`src/rtl/spike_aer_arbiter.sv`:
```
// spike_aer_arbiter
//
// Collects one-cycle spike pulses from an array of neurons and keeps one
// pending event per neuron, stamped with the timestamp of its capture.
// Pending events are serialised onto a single AER output slot using
// round-robin arbitration and a valid/ready handshake. Spikes that arrive
// while their neuron already has an event waiting are counted as drops.
//
// Ports:
//   clk            rising-edge clock
//   reset_n        asynchronous active-low reset
//   spike_in       per-neuron spike pulses, sampled every edge
//   enable         1 = capture spikes and advance the timestamp
//   aer_ready      consumer accepts the presented event
//   clear_overflow synchronous clear of overflow and drop_count
//   aer_valid      an event is presented on aer_addr / aer_ts
//   aer_addr       neuron index of the presented event
//   aer_ts         capture timestamp of the presented event
//   pending        registered pending-event bitmap
//   overflow       sticky flag, set when any spike is dropped
//   drop_count     saturating count of dropped spikes
module spike_aer_arbiter #(
    parameter int N_NEURONS = 8,
    parameter int ADDR_W    = 3,
    parameter int TS_W      = 8
) (
    input  logic                 clk,
    input  logic                 reset_n,
    input  logic [N_NEURONS-1:0] spike_in,
    input  logic                 enable,
    input  logic                 aer_ready,
    input  logic                 clear_overflow,
    output logic                 aer_valid,
    output logic [ADDR_W-1:0]    aer_addr,
    output logic [TS_W-1:0]      aer_ts,
    output logic [N_NEURONS-1:0] pending,
    output logic                 overflow,
    output logic [7:0]           drop_count
);

    localparam int CNT_W = $clog2(N_NEURONS + 1);

    typedef enum logic {
        EMPTY = 1'b0,
        FULL  = 1'b1
    } slot_state_t;

    slot_state_t state, state_next;

    logic [TS_W-1:0]      ts;
    logic [TS_W-1:0]      ts_mem [N_NEURONS];
    logic [ADDR_W-1:0]    rr_ptr;

    logic [ADDR_W-1:0]    cand;
    logic [ADDR_W-1:0]    grant_idx;
    logic                 found;
    logic                 slot_free;
    logic                 grant;
    logic [N_NEURONS-1:0] grant_mask;
    logic [N_NEURONS-1:0] capture;
    logic [N_NEURONS-1:0] dropped;
    logic [N_NEURONS-1:0] write_ts;
    logic [N_NEURONS-1:0] pending_next;
    logic [CNT_W-1:0]     drop_inc;

    function automatic logic [CNT_W-1:0] popcount(input logic [N_NEURONS-1:0] vec);
        logic [CNT_W-1:0] acc;
        acc = '0;
        for (int i = 0; i < N_NEURONS; i++) begin
            acc = acc + CNT_W'(vec[i]);
        end
        return acc;
    endfunction

    function automatic logic [7:0] sat_add8(input logic [7:0] base, input logic [CNT_W-1:0] inc);
        logic [8:0] sum;
        sum = {1'b0, base} + 9'(inc);
        return sum[8] ? 8'hFF : sum[7:0];
    endfunction

    // ---- Arbitration: first pending bit at or after rr_ptr, wrapping ----
    // The index arithmetic wraps naturally because N_NEURONS = 2**ADDR_W.
    always_comb begin
        cand      = '0;
        grant_idx = '0;
        found     = 1'b0;
        for (int k = 0; k < N_NEURONS; k++) begin
            cand = rr_ptr + ADDR_W'(k);
            if (!found && pending[cand]) begin
                found     = 1'b1;
                grant_idx = cand;
            end
        end
    end

    assign aer_valid = (state == FULL);
    assign slot_free = (state == EMPTY) || aer_ready;
    assign grant     = slot_free && found;

    always_comb begin
        grant_mask = '0;
        if (grant) begin
            grant_mask[grant_idx] = 1'b1;
        end
    end

    // A spike on an already-pending neuron is a drop unless that neuron is
    // being granted this edge, in which case it simply re-queues.
    assign capture      = {N_NEURONS{enable}} & spike_in;
    assign dropped      = capture & pending & ~grant_mask;
    assign write_ts     = capture & ~dropped;
    assign pending_next = (pending & ~grant_mask) | capture;
    assign drop_inc     = popcount(dropped);

    // ---- Output slot FSM ----
    always_comb begin
        state_next = state;
        case (state)
            EMPTY: if (grant) state_next = FULL;
            FULL:  if (aer_ready) state_next = found ? FULL : EMPTY;
            default: state_next = EMPTY;
        endcase
    end

    always_ff @(posedge clk or negedge reset_n) begin
        if (!reset_n) begin
            state <= EMPTY;
        end else begin
            state <= state_next;
        end
    end

    // ---- Register stage: timestamp, pending bitmap, slot contents ----
    always_ff @(posedge clk or negedge reset_n) begin
        if (!reset_n) begin
            ts       <= '0;
            pending  <= '0;
            rr_ptr   <= '0;
            aer_addr <= '0;
            aer_ts   <= '0;
            for (int i = 0; i < N_NEURONS; i++) begin
                ts_mem[i] <= '0;
            end
        end else begin
            if (enable) begin
                ts <= ts + 1'b1;
            end
            pending <= pending_next;
            for (int i = 0; i < N_NEURONS; i++) begin
                if (write_ts[i]) begin
                    ts_mem[i] <= ts;
                end
            end
            if (grant) begin
                aer_addr <= grant_idx;
                aer_ts   <= ts_mem[grant_idx];
                rr_ptr   <= grant_idx + 1'b1;
            end
        end
    end

    // ---- Drop accounting ----
    // A clear on the same edge as a drop leaves only that edge's drops.
    always_ff @(posedge clk or negedge reset_n) begin
        if (!reset_n) begin
            overflow   <= 1'b0;
            drop_count <= '0;
        end else begin
            overflow   <= (overflow && !clear_overflow) || (drop_inc != '0);
            drop_count <= sat_add8(clear_overflow ? 8'd0 : drop_count, drop_inc);
        end
    end

endmodule

```
`config.mk`:
```
export PLATFORM = sky130hd
export DESIGN_NAME = spike_aer_arbiter
export DESIGN_NICKNAME = d
export VERILOG_FILES = /design/src/rtl/spike_aer_arbiter.sv
export SDC_FILE = /design/constraint.sdc
export NUM_CORES = 1
export LEC_CHECK = 0
export CAP_MARGIN = 20
export CORE_MARGIN = 2
export CORE_UTILIZATION = 45
export CTS_CLUSTER_SIZE = 20
export DETAILED_ROUTE_END_ITERATION = 16
export GPL_ROUTABILITY_DRIVEN = 0
export GPL_TIMING_DRIVEN = 0
export PLACE_DENSITY = 0.71
export SETUP_SLACK_MARGIN = 0.5
export SYNTH_ARGS = -nofsm -noshare
export SYNTH_HDL_FRONTEND = slang
export SYNTH_SLANG_ARGS = --single-unit
export TNS_END_PERCENT = 20
```
`constraint.sdc`:
```
create_clock -name clk -period 17.51 [get_ports clk]
set_input_delay 2.6265 -clock clk [delete_from_list [all_inputs] [get_ports clk]]
set_output_delay 2.6265 -clock clk [all_outputs]
set_load 0.02 [all_outputs]
```
==> summary.txt <==
Status
  • Status: completed

Routing
  • Met2 wire length: 7.10 mm
  • Met3 wire length: 499 um
  • Met1 wire length: 6.01 mm
  • DRC violation count after routing: 0
  • Avg Vias per Cell: 5.74
  • DR top layer: met4
  • Post-route ant nets: 0
  • 1st-pass router iterations: 4
  • Drt total wl: 13.7 mm
  • DR WL/cell: 19.3 um
  • Number of DRC markers in iteration 0: 251
  • Vias: 4,086

Final layout
  • N_diodes: 0
  • Nets: 563
  • P&R area growth vs syn: 16.1%
  • Layout cell share with drive strength beyond 1: 24.6%

Yosys
  • Ys Warns: 0
  • Largest family of logic cells by synthesized area: multiplexers
  • Post-Syn Nets: 510
  • Compound-cell area share of the yosys netlist: 10.3%
  • Number of flops mapped to enable cells by yosys: 0
  • Primary FF master, synth: dfrtp_1
  • Syn Inst Count: 482
  • Yosys cell types: 70
  • Mapped Avg Cell Area: 12.3 um2
  • Multiplexer area fraction after synthesis: 26.9%
  • #FFs+latches synth: 104
  • Xor/xnor share of the synthesized area: 2.37%
  • Simple-gate portion of the synthesized area: 9.42%
  • FFs w/ async S/R, synth: 100%
  • Area of the mapped netlist: 0.00592 mm2
  • Post-synthesis sequential area ratio: 43.9%
  • Adder-cell share of the synthesized area: 3.80%

Worst setup path
  • Required time of the critical path: 17.72 ns
  • CP max-delay cell: fa_1
  • Critical path's most frequent cell: fa_1
  • Max incr delay on CP: 0.55 ns
  • CP arrival: 8.39 ns
  • CP bufs+invs: 4
  • Worst Setup Start Kind: input pin
  • Delay-heaviest family, CP: adder cells
  • Worst R2R Setup Slack: 9.35 ns
  • Crit. End Element: flop
  • CP Class: input pin to flop
  • CP Max Fanout: 10
  • CP cell instances: clkdlybuf4s50_1, nor2b_1, a21oi_1, a21bo_1, buf_2, or3b_4, nand2_1, nor2_1, fa_1, inv_1, fa_1, fa_1, inv_1, ha_1, fa_1, fa_1, a21o_1, a21oi_1, or4b_1, o21ai_0

Floorplanning
  • Initial Utilization: 46.6%
  • Ports: 42
  • Core Area: 0.0127 mm2
  • Core Rows: 41
  • Die X: 119 um
  • Die H: 119 um
  • Die area: 0.0141 mm2

Power
  • Pwr Density: 204 mW/mm2
  • Reg power frac: 27.9%
  • Net Sw Frac: 41.0%
  • Power Total: 1.41 mW
  • Net Switching: 576 uW
  • Pleak: 3.03 nW
  • Comb pwr share: 57.4%
  • Worst VDD drop: 93.9 uV
  • Clock share of power: 14.7%
  • Int Pwr: 829 uW

Clock tree
  • CTS tree: done
  • Number of hold buffers added after CTS: 0
  • Post-CTS setup buffer count: 0
  • Clock tree buffer depth: 2
  • Number of buffers created by CTS: 9
  • Clock sink count: 104
  • Clock root cell: clkbuf_16
  • Clock transition at path regs: 0.07 ns
  • PostCTS Resize Cnt: 0
  • CTS H-tree depth: 3
  • Clock Latency Late Sink: 0.35 ns

Worst hold path
  • Tightest Hold Check Type: flop to flop

Timing
  • Period utilisation layout: 46.7%
  • Slew HR: 45.6%
  • Fin crit period: 8.18 ns
  • FMAX: 122 MHz
  • Setup TNS: 0 ns
  • Final hold viol count: 0
  • RSZ-0062 raised after global routing: false
  • Clock Skew: 0.00798 ns
  • Worst-margin pin slew: 0.816 ns
  • Final Max Tran Viols: 0
  • Final hold slack: 0.491 ns
  • Final number of setup-violating endpoints: 0

Place
  • Post-DP HPWL: 9.82 mm
  • Number of I/O port buffers: 40

Global routing
  • Grt ovf: 0
  • GRT Overall Usage: 20.4%
  • Vias in the first global route: 4,233
  • Initial antenna violation count: 0
  • First-pass GRT wire length: 22.7 mm
  • Largest net degree at the start of global routing: 65

Flow run
  • Maxcap violations: 0
[area by class of cell]
type                       instances  area, um2
buffer                            31        145
clock buffer                      11        243
clock inverter                     5       63.8
fill                            1135       5840
inverter                          13       48.8
multi-input combinational        334       3130
sequential                       104       2600
tap                              172        215
timing repair buffer              42        433
[worst reg2reg max path, delay by kind of cell, from the launching register on]
family,cells,cell delay [ns]
flip-flops,1,0.51
multiplexers,1,0.31
adder cells (fa/ha/maj),7,3.22
buffers and inverters,6,1.02
AO/OA/AOI/OAI,6,1.22
AND/OR/NAND/NOR,6,1.76
[through the flow]
step | std cells | setup WS (ns) | instance area [um2] | util (%)
detailed placement | 695 | 8.44 | 6570 | 51.6
finish | 712 | 9.33 | 6880 | 54.1
global placement | 694 | 8.45 | 6540 | 51.4
CTS | 711 | 8.78 | 6870 | 54.0
global route | 712 | 8.80 | 6880 | 54.1
floorplan | 482 | 9.76 | 5920 | -
[cell usage after synthesis (all sizes together) (9+ instances only)]
library cell  count  area, um2
mux2             72        841
nand2            29        109
a22oi             9       67.6
nand2b           10       62.6
mux2i            48        480
nor2             13       51.3
mux4             12        270
inv              13       48.8
xnor2            12        105
o21ai            11       55.1
ha               10        125
dfrtp           104       2600
nor2b            14       95.1
clkbuf           11       42.5
buf              20        103
a21oi            11       70.1
[path summary, 6_finish.rpt]
kind                                              from  cells after the start                       to
worst max-delay path                         aer_ready                     20  drop_count[7]$_DFF_PN0_
worst min-delay path            ts_mem[62]$_DFFE_PN0P_                      1   ts_mem[62]$_DFFE_PN0P_
worst max register to register   rr_ptr[1]$_DFFE_PN0P_                     26  drop_count[7]$_DFF_PN0_
worst min register to register  ts_mem[62]$_DFFE_PN0P_                      1   ts_mem[62]$_DFFE_PN0P_
max in group asynchronous                      reset_n                      2     pending[7]$_DFF_PN0_
min in group asynchronous                      reset_n                      1   ts_mem[49]$_DFFE_PN0P_
[state kept, by name, summed over array words and instances (netlist names)]
name and flops:
ts_mem 64, aer_valid 1, aer_ts 8, drop_count 8, pending 8, rr_ptr 3
ts 8, overflow 1, aer_addr 3
[layout by cell type, fill, tap and decap left out, drive strengths merged, types with 3 or more instances in the layout]
master	n
fa	5
mux4	12
a22oi	9
a21oi	11
nand2b	10
a2111oi	3
buf	23
dfrtp	104
mux2i	48
ha	10
nand4	5
o21ai	11
nor2	13
a21o	3
inv	15
nand3b	3
clkdlybuf4s50	39
nand2	29
o31ai	4
mux2	72
xor2	4
o21bai	3
o221a	8
nor2b	14
clkbuf	22
nand3	6
xnor2	12
[power groups by stage]
stage                     registers, mW  clock network, mW  logic (mW)
after floorplan                   0.407                  0       0.573
after global placement            0.390                  0       0.781
after detailed placement          0.395                  0       0.806
after CTS                         0.391              0.211       0.810
after global routing              0.403              0.220       0.877
final                             0.392              0.207       0.806
[per-layer routing]
| metal | track usage, % | vias to the layer above |
|---|---|---|
| li1 | - | 1879 |
| met1 | 26.7 | 2108 |
| met2 | 35.7 | 88 |
| met3 | 4.15 | 11 |
| met4 | 2.68 | 0 |
| met5 | 0 | - |
[cell families after synthesis]
group | after synthesis
fa+ha+maj | 15
buf+inv | 44
xor+xnor | 16
flops | 104
mux | 132
compound gates | 74
simple gates | 97
(Power assumes the default switching activity.)
